<file path="src/rtl/audio_mixer.sv">
// Multi-channel audio mixer: per-frame gain ramping, one shared multiply-accumulate
// stepping through the channels, then an arithmetic shift and saturation to DATA_W.
module audio_mixer #(
    parameter int DATA_W     = 16,
    parameter int CHANNELS   = 4,
    parameter int GAIN_W     = 4,
    parameter int GAIN_SHIFT = 2
) (
    input  logic                       clk,
    input  logic                       reset,
    input  logic                       sample_req,
    input  logic [CHANNELS*DATA_W-1:0] samples_in,
    input  logic [CHANNELS*GAIN_W-1:0] gain_target,
    input  logic                       mute,
    output logic [DATA_W-1:0]          mix_out,
    output logic                       mix_valid,
    output logic                       clip,
    output logic                       busy,
    output logic                       overrun
);
    localparam int CNT_W  = $clog2(CHANNELS);
    localparam int IDX_W  = (CHANNELS > 1) ? CNT_W : 1;
    localparam int PROD_W = DATA_W + GAIN_W + 1;
    localparam int ACC_W  = PROD_W + CNT_W;

    typedef enum logic [1:0] {IDLE, MAC, SAT} state_t;

    state_t                           state, state_next;
    logic [CHANNELS-1:0][DATA_W-1:0]  bank;
    logic [CHANNELS-1:0][GAIN_W-1:0]  cur_gain;
    logic signed [ACC_W-1:0]          acc;
    logic [IDX_W-1:0]                 idx;
    logic                             last;
    logic                             accept;
    logic signed [PROD_W-1:0]         smp_ext, gain_ext, prod;
    logic signed [ACC_W-1:0]          shifted;
    logic                             in_range;
    logic [DATA_W-1:0]                sat_val;

    assign last   = (idx == IDX_W'(CHANNELS - 1));
    assign accept = (state == IDLE) && sample_req;

    always_comb begin
        state_next = state;
        case (state)
            IDLE:    if (sample_req) state_next = MAC;
            MAC:     if (last) state_next = SAT;
            SAT:     state_next = IDLE;
            default: state_next = IDLE;
        endcase
    end

    // Gain is zero-extended by one bit so the product stays a signed multiply.
    always_comb begin
        smp_ext  = PROD_W'($signed(bank[idx]));
        gain_ext = PROD_W'({1'b0, cur_gain[idx]});
        prod     = smp_ext * gain_ext;
    end

    // In range when every bit above the output sign bit matches it.
    always_comb begin
        shifted  = acc >>> GAIN_SHIFT;
        in_range = (&shifted[ACC_W-1:DATA_W-1]) | ~(|shifted[ACC_W-1:DATA_W-1]);
        sat_val  = in_range ? shifted[DATA_W-1:0]
                            : {shifted[ACC_W-1], {(DATA_W-1){~shifted[ACC_W-1]}}};
    end

    always_ff @(posedge clk) begin
        if (accept) bank <= samples_in;
    end

    always_ff @(posedge clk) begin
        if (reset) begin
            cur_gain <= '0;
        end else if (accept) begin
            for (int k = 0; k < CHANNELS; k++) begin
                logic [GAIN_W-1:0] eff;
                eff = mute ? '0 : gain_target[k*GAIN_W +: GAIN_W];
                if (cur_gain[k] < eff)      cur_gain[k] <= cur_gain[k] + GAIN_W'(1);
                else if (cur_gain[k] > eff) cur_gain[k] <= cur_gain[k] - GAIN_W'(1);
            end
        end
    end

    always_ff @(posedge clk) begin
        if (reset) begin
            state     <= IDLE;
            acc       <= '0;
            idx       <= '0;
            mix_out   <= '0;
            mix_valid <= 1'b0;
            clip      <= 1'b0;
            busy      <= 1'b0;
            overrun   <= 1'b0;
        end else begin
            state     <= state_next;
            busy      <= (state_next != IDLE);
            overrun   <= sample_req && (state != IDLE);
            mix_valid <= 1'b0;
            clip      <= 1'b0;
            case (state)
                IDLE: if (sample_req) begin
                    acc <= '0;
                    idx <= '0;
                end
                MAC: begin
                    acc <= acc + ACC_W'(prod);
                    idx <= idx + IDX_W'(1);
                end
                SAT: begin
                    mix_out   <= sat_val;
                    mix_valid <= 1'b1;
                    clip      <= ~in_range;
                end
                default: ;
            endcase
        end
    end
endmodule

</file>
<file path="config.mk">
export PLATFORM = sky130hd
export DESIGN_NAME = audio_mixer
export DESIGN_NICKNAME = d
export VERILOG_FILES = /design/src/rtl/audio_mixer.sv
export SDC_FILE = /design/constraint.sdc
export NUM_CORES = 1
export LEC_CHECK = 0
export CAP_MARGIN = 30
export CORE_MARGIN = 3
export CORE_UTILIZATION = 46
export CTS_CLUSTER_DIAMETER = 30
export DETAILED_ROUTE_END_ITERATION = 7
export PLACE_DENSITY = 0.68
export SLEW_MARGIN = 40
export SYNTH_ARGS = -nofsm -noshare
export SYNTH_HDL_FRONTEND = slang
export SYNTH_SLANG_ARGS = --single-unit
</file>
<file path="constraint.sdc">
create_clock -name clk -period 10.9 [get_ports clk]
set_input_delay 1.635 -clock clk [delete_from_list [all_inputs] [get_ports clk]]
set_output_delay 1.635 -clock clk [all_outputs]
set_load 0.05 [all_outputs]
</file>
-- Word-level counts from Yosys, hierarchy flattened
Index checks and enable logic that the tools add are counted.
Widths: inputs -> output; s select.
- add/subtract/negate cells: 10
- multiply operators: 1
- divide/modulo/power cells: 0
- magnitude comparators: 9
- eq/ne operators: 4
- shift-type cells: 0
- multiplexer cells: 25
- bitwise gates (word level): 5
- reductions and logical operators: 18
- operators with widths (kind ; count):
    $mux 4 ; 13
    $pmux 23 s2 ; 1
    $bmux 16 s2 ; 1
    $mux 16 ; 2
    $add 23x21->23 ; 1
    $mux 23 ; 1
    $mul 16x5->21 ; 1
    $add 4x1->4 const B ; 4
    $gt 4x4->1 ; 4
    $lt 4x4->1 ; 4
    $sub 4x1->4 const B ; 4
    $reduce_bool 2->1 ; 7
    $reduce_and 2->1 ; 5
    $bmux 4 s2 ; 1
    $pmux 2 s2 ; 2
    $mux 2 ; 3
    $reduce_and 6->1 ; 1
    $reduce_or 6->1 ; 1
    $eq 2x2->1 const B ; 2
    $not 1->1 ; 4
    $lt 2x3->1 const B ; 1
    $add 2x1->2 const B ; 1
    $eq 2x1->1 const B ; 1
    $logic_and 1x1->1 ; 2
    other kinds (5) ; 5
- flip-flop bits (word level): 127
- latch bits: 0
- memory bits (writable): 0
- ROM bits: 0
- input bits: 84
- memories kept: 0

-- Depth between registers and ports, before layout
Gate-level depths: netlist of run 1.
- word-level depth: 5
- mapped depth: 18
- gate-level depth less buffers: 16

-- Worst setup path before layout of run 1
OpenSTA, ideal clock, no wires.
- path type: reg2reg
- from: register idx[0]
- to: register acc[22]
- arrival: 4.838 ns
- required time: 10.783 ns
- path slack: 5.945 ns
- stages on the path, launching flop included: 18
- path buffers: 2
- clock period less this slack: 4.955 ns
- cells stage by stage: dfxtp_1 > buf_2 > buf_4 > mux4_2 > and2_1 > fa_1 > fa_1 > inv_1 > fa_1 > inv_1 > ha_1 > o21ai_1 > a21oi_1 > o31a_1 > a211o_4 > a41oi_2 > xnor2_1 > a22o_1
- longest elaborated chain between the ends: 5
- elaborated cells between the ends (all ways): 7
- those cells by class: add/sub: 1; mul: 1; mux: 5
- ends and longest elaborated chain (element ; line ; RTL):
    from (decl) ; 32 ; logic [IDX_W-1:0] idx;
    from (signal assigned) ; 108 ; idx <= idx + IDX_W'(1);
    $bmux 16 s2 or $bmux 4 s2 (tied branches) ; 55, 56 ;
    $mux 16 (not written as such) or $mux 4 (tied branches) ; 55, 56 ;
    $mul 16x5->21 (*) ; 57 ; prod = smp_ext * gain_ext;
    $add 23x21->23 (*) ; 107 ; acc <= acc + ACC_W'(prod);
    $pmux 23 s2 (*) ; 101 ; case (state)
    to (signal assigned) ; 107 ;
    to (decl) ; 31 ; logic signed [ACC_W-1:0] acc;
Every way passes the cells marked *; elsewhere a longest branch is shown, timed or not. The select of a mux whose other input is x is not followed.
A chain may end at the register's enable or synchronous reset.

-- Worst setup path in the final report of run 1
- from: register idx[0]
- to: register acc[19]
The elaborated chain is that of the path after synthesis.

==> results of run 1 <==
-- critical path, stage by stage (launching register included) --
cell and delay (ns):
dfxtp_1 0.30, buf_4 0.37, mux4_2 0.70, and2_1 0.21, fa_1 0.46, fa_1 0.49, inv_1 0.05, fa_1 0.53
inv_1 0.04, ha_1 0.41, a21oi_1 0.29, o21bai_1 0.12, a2111oi_0 0.47, o31ai_1 0.16, a21oi_1 0.19, xor2_1 0.15
o21ai_0 0.08
-- cell usage after synthesis, drive strengths merged, types with 15 or more instances --
cell    instances  area share (%)
inv           116             5.0
edfxtp         64              22
xnor2          17             1.7
nor3           19             1.6
and2           63             4.5
dfxtp          63              14
ha             71              10
fa             60              14
nor2           47             2.0
clkbuf         15            0.65
nand2b         21             1.5
a21oi          55             3.7
o21ai          35             2.2
mux4           20             5.2
xor2           15             1.5
nand2          38             1.6
-- sequential cells by signal, summed over array words and instances (netlist names) --
signal / count
acc: 23
bank: 64
busy: 1
clip: 1
cur_gain: 16
idx: 2
mix_out: 16
mix_valid: 1
overrun: 1
state: 2
-- per-layer routing --
layer  track usage, %  part of all wire, %  vias to the layer above
li1                 -                    -                     2966
met5                0                    0                        -
met4             4.16                 0.37                        0
met1             26.2                   50                     2749
met3             5.62                  6.7                        4
met2             25.2                   43                      147
-- how the worst max path moves through the flow --
stage,startpoint,end,slack (ns),cells after the start
2_1_floorplan,idx[0]$_SDFFE_PP0P_,acc[22]$_SDFFE_PP0P_,5.94,17
3_3_place_gp,idx[1]$_SDFFE_PP0P_,acc[22]$_SDFFE_PP0P_,5.62,15
3_5_place_dp,idx[0]$_SDFFE_PP0P_,acc[19]$_SDFFE_PP0P_,5.70,16
4_1_cts,idx[0]$_SDFFE_PP0P_,acc[19]$_SDFFE_PP0P_,5.69,16
5_1_grt,idx[0]$_SDFFE_PP0P_,acc[19]$_SDFFE_PP0P_,5.37,16
6_report,idx[0]$_SDFFE_PP0P_,acc[19]$_SDFFE_PP0P_,5.74,16
-- layout by cell type, fill, tap and decap left out, types with 10 or more instances in the layout --
cell type | Yosys | routed
inv_1 | 116 | 115
clkdlybuf4s50_1 | 0 | 102
ha_1 | 71 | 71
edfxtp_1 | 64 | 64
and2_1 | 63 | 63
dfxtp_1 | 63 | 62
fa_1 | 60 | 60
nor2_1 | 47 | 47
a21oi_1 | 45 | 45
nand2_1 | 38 | 38
o21ai_0 | 25 | 25
nand2b_1 | 21 | 21
mux4_2 | 20 | 20
xnor2_1 | 17 | 17
clkbuf_16 | 0 | 17
xor2_1 | 15 | 15
nor2b_1 | 10 | 10
nor3_1 | 10 | 10
-- per-stage QoR --
stage	setup slack [ns]	area (µm²)	cells	utilization [%]	hold WS, ns
after floorplan	5.94	8700	814	-	0.448
after global placement	5.62	9940	1128	54.4	0.449
after detailed placement	5.70	9940	1128	54.4	0.457
after CTS	5.69	10500	1160	57.5	0.464
after global routing	5.37	10500	1160	57.5	0.496
final	5.74	10500	1160	57.5	0.455
-- final cells by class --
type	instances	share of cell area, %
Multi-Input combinational cell	547	47.2
Sequential cell	127	30.3
Timing Repair Buffer	109	10.2
Inverter	116	4.14
Clock buffer	17	4.05
Tap cell	229	2.73
Clock inverter	15	1.37
-- logic make-up after synthesis --
kind of cell / after synthesis / synth area share (%)
AO/OA/AOI/OAI: 129 / 9.55
XOR/XNOR: 32 / 3.22
adder cells (fa/ha/maj): 131 / 24.0
buffers and inverters: 140 / 6.38
flip-flops: 127 / 36.6
multiplexers: 28 / 6.10
AND/OR/NAND/NOR: 227 / 14.2
-- power by group --
group	leakage, nW	internal [mW]	switching, mW
clock network	0.274	0.334	0.204
registers	1.13	0.565	0.0744
logic	3.11	0.475	0.642
==> results.cfg, run 1 <==
[detailed_routing]
post_drt_wl_per_cell_um = 14.7
routed_wl_um = 17000
drt_iter0_drc = 379
drc = 0
drt-pass1-iter-count = 5
via_per_inst = 5.06
vias = 5866
ant_nets = 0

[hold_path]
min_to = mix_out[15]$_SDFFE_PP0P_
min_path_type = reg2reg
min_from = mix_out[15]$_SDFFE_PP0P_
whs_path_depth = 2

[layout]
fin_nets = 1133
drive_above_1_share_pct = 8.92
filler_cell_count = 1558
multi_input_area_um2 = 4960
antenna_cells = 0
syn_to_final_growth_pct = 20.8
seq_area_um2 = 3180

[synthesis]
synth_cell_type_count = 55
syn_avg_cell_area_um2 = 10.7
synth_async_sr_flop_share_pct = 0
syn_inst = 814
synth-seq-area-share_pct = 36.6
ys_warn_count = 0
synthFlopType = edfxtp_1
syn_nets = 1029
synth_area_um2 = 8700
ys_ff_latch = 127
synth_edf_count = 64

[floorplanning]
die_y_um = 144
dieArea_um2 = 20600
coreArea_um2 = 18300
start_util_pct = 47.6
placementRows = 49
die_w_um = 144
pin_count = 104

[clock_tree]
htreeDepth = 4
clk_latency_ns = 0.42
cts_root_buf = clkbuf_16
tritoncts = built
clockBufferDepth = 2
cts_resized = 0
cts_made_buffers = 17
cts_setup_buffers = 0
clk_pin_slew_ns = 0.05
ctsHoldBuffers = 0
clock-sinks = 127

[critical_path]
critical_path_class = reg2reg
r2r_cells = 16
cp.arrival_ns = 5.45
crit_required_ns = 11.19
reg2reg_from = idx[0]$_SDFFE_PP0P_
start_kind = register
reg2reg_slack_ns = 5.74
end_kind = register
critPathMaxFanout = 23
rr_endpoint = acc[19]$_SDFFE_PP0P_

[timing]
min_period_over_period_pct = 47.3
tightest_slew_ns = 0.774
slew_viol_final = 0
relSlewSlack_pct = 48.4
setup_violations = 0
rsz0062_at_grt = false
fin_setup_tns_ns = 0
final_hold_viol_count = 0
timing.fmax_mhz = 194
fin_worst_skew_ns = 0.00818
min_period_ns = 5.16

[placed_design]
gp_congestion = 0.851
dp_hpwl_um = 13600
port_buffers = 103

[run_status]
status = finished clean

[pwr]
total_power_mw = 2.29
peakVddDrop_mv = 0.156
leakage_nw = 4.51
power_density_nw_per_um2 = 218

[job]
maxCapViolCount = 0

[grt]
overflow = 0
antenna_found_initial = 0
grt_pass1_vias = 5706
grt_max_degree = 63
grt_pass1_wl_um = 28500
grt_use_total_pct = 17.6
No activity file was read; power rests on OpenSTA's default activity.
==> inputs of run 2 (changes only) <==
PLACE_DENSITY = 0.7   (was 0.68)
clock period = 4.65 ns   (was 10.9 ns; I/O delays follow)
==> results.cfg, run 2 (same netlist as run 1, synthesis figures left out) <==
[detailed_routing]
drc = 0
routed_wl_um = 19600
drt-pass1-iter-count = 5
via_per_inst = 5.16
vias = 6331
ant_nets = 0
drt_iter0_drc = 384
post_drt_wl_per_cell_um = 16.0

[floorplanning]
pin_count = 104
coreArea_um2 = 18300
die_w_um = 144
die_y_um = 144
start_util_pct = 47.6
placementRows = 49
dieArea_um2 = 20600

[timing]
fin_setup_tns_ns = 0
min_period_ns = 4.64
tightest_slew_ns = 0.745
relSlewSlack_pct = 50.2
min_period_over_period_pct = 99.7
final_hold_viol_count = 0
hold_ws_ns = 0.475
timing.fmax_mhz = 216
rsz0062_at_grt = true
setup_violations = 0
slew_viol_final = 0
fin_worst_skew_ns = 0.0121
fin_ws_ns = 0.0129

[clock_tree]
clk_latency_ns = 0.42
cts_made_buffers = 17
tritoncts = built
ctsHoldBuffers = 0
clockBufferDepth = 2
cts_root_buf = clkbuf_16
htreeDepth = 4
clock-sinks = 127
clk_pin_slew_ns = 0.05

[placed_design]
placed_area_um2 = 10300
dp_hpwl_um = 13600
dpl_worst_slack_ns = -0.0721
gp_congestion = 0.862
port_buffers = 103
dp.cells = 1172

[critical_path]
critical_path_class = reg2reg
start_kind = register
end_kind = register
crit_required_ns = 4.95
cp.arrival_ns = 4.94
critPathMaxFanout = 7

[layout]
syn_to_final_growth_pct = 33.2
regMostFlops = bank
antenna_cells = 0
largest_reg_flops = 64
drive_above_1_share_pct = 22.1
fin_nets = 1202
stdcell_count = 1228
design_area_um2 = 11600
layout_commonest_cell = inv_1
final_cell_mix = 105 x inv_1, 102 x clkdlybuf4s50_1, 64 x edfxtp_1, 62 x dfxtp_1, 62 x buf_4
final_util_pct = 63.4
largest_registers = bank (64), acc (23)

[grt]
overflow = 0
grt_pass1_wl_um = 31000
grt_max_degree = 61
grt_use_total_pct = 19.1
antenna_found_initial = 0
grt_pass1_vias = 6212

[pwr]
leakage_nw = 4.91
power_density_nw_per_um2 = 557
total_power_mw = 6.45
peakVddDrop_mv = 0.291

[job]
maxCapViolCount = 0

[run_status]
status = finished clean

[hold_path]
min_path_type = reg2reg
run 2: cell types whose count changed in the layout (fill, tap and decap cells not counted), moves of 7 or more:
cell     before  now
buf_6         0    7
ha_1         71   55
and2_1       63   45
and2_4        0   18
inv_1       115  105
a21oi_1      45   37
buf_4         7   62
inv_2         1   11
ha_4          0   16
o21ai_0      25   17
run 2: worst paths after layout:
| check | endpoint | startpoint | slack, ns | cells after the start |
|---|---|---|---|---|
| worst max register to register | acc[22]$_SDFFE_PP0P_ | idx[0]$_SDFFE_PP0P_ | 0.01 | 16 |
| worst min register to register | acc[0]$_SDFFE_PP0P_ | acc[0]$_SDFFE_PP0P_ | 0.48 | 2 |
| worst max-delay path | acc[22]$_SDFFE_PP0P_ | idx[0]$_SDFFE_PP0P_ | 0.01 | 16 |
| worst min-delay path | acc[0]$_SDFFE_PP0P_ | acc[0]$_SDFFE_PP0P_ | 0.48 | 2 |
run 2: area by class of cell:
| class | count | area, µm² |
|---|---|---|
| Fill cell | 1402 | 6680 |
| Inverter | 116 | 435 |
| Timing Repair Buffer | 174 | 1630 |
| Clock inverter | 13 | 124 |
| Clock buffer | 18 | 429 |
| Multi-Input combinational cell | 551 | 5490 |
| Sequential cell | 127 | 3190 |
| Tap cell | 229 | 287 |
run 2: routing by layer:
layer	up-vias	wire length (µm)	track usage, %	part of all wire, %
met5	-	0	0	0
met2	167	8900	27.6	45
li1	3120	-	-	-
met1	3010	9260	28.0	47
met4	0	482	7.38	2.5
met3	34	970	4.49	4.9
run 2: repair_timing:
item | in CTS | in global routing
setup buffers | 2 | 18
endpoints found under the setup margin | 8 | 14
resized for setup | 12 | 93
cloned | 4 | 1
pin swaps | 2 | 64
run 2: where the power goes:
group | internal, mW | switching, mW
clock | 0.774 | 0.464
combinational | 1.78 | 1.91
sequential | 1.32 | 0.194
run 2: critical path: stages, from the launching register on:
cell,delay [ns]
dfxtp_4,0.44
buf_6,0.12
mux4_2,0.61
and2_4,0.23
fa_1,0.46
fa_1,0.49
inv_1,0.05
fa_1,0.53
inv_1,0.07
ha_4,0.24
a21o_1,0.20
a31o_1,0.25
a221oi_2,0.26
o21bai_1,0.12
a41oi_2,0.17
xnor2_1,0.08
a22o_1,0.18
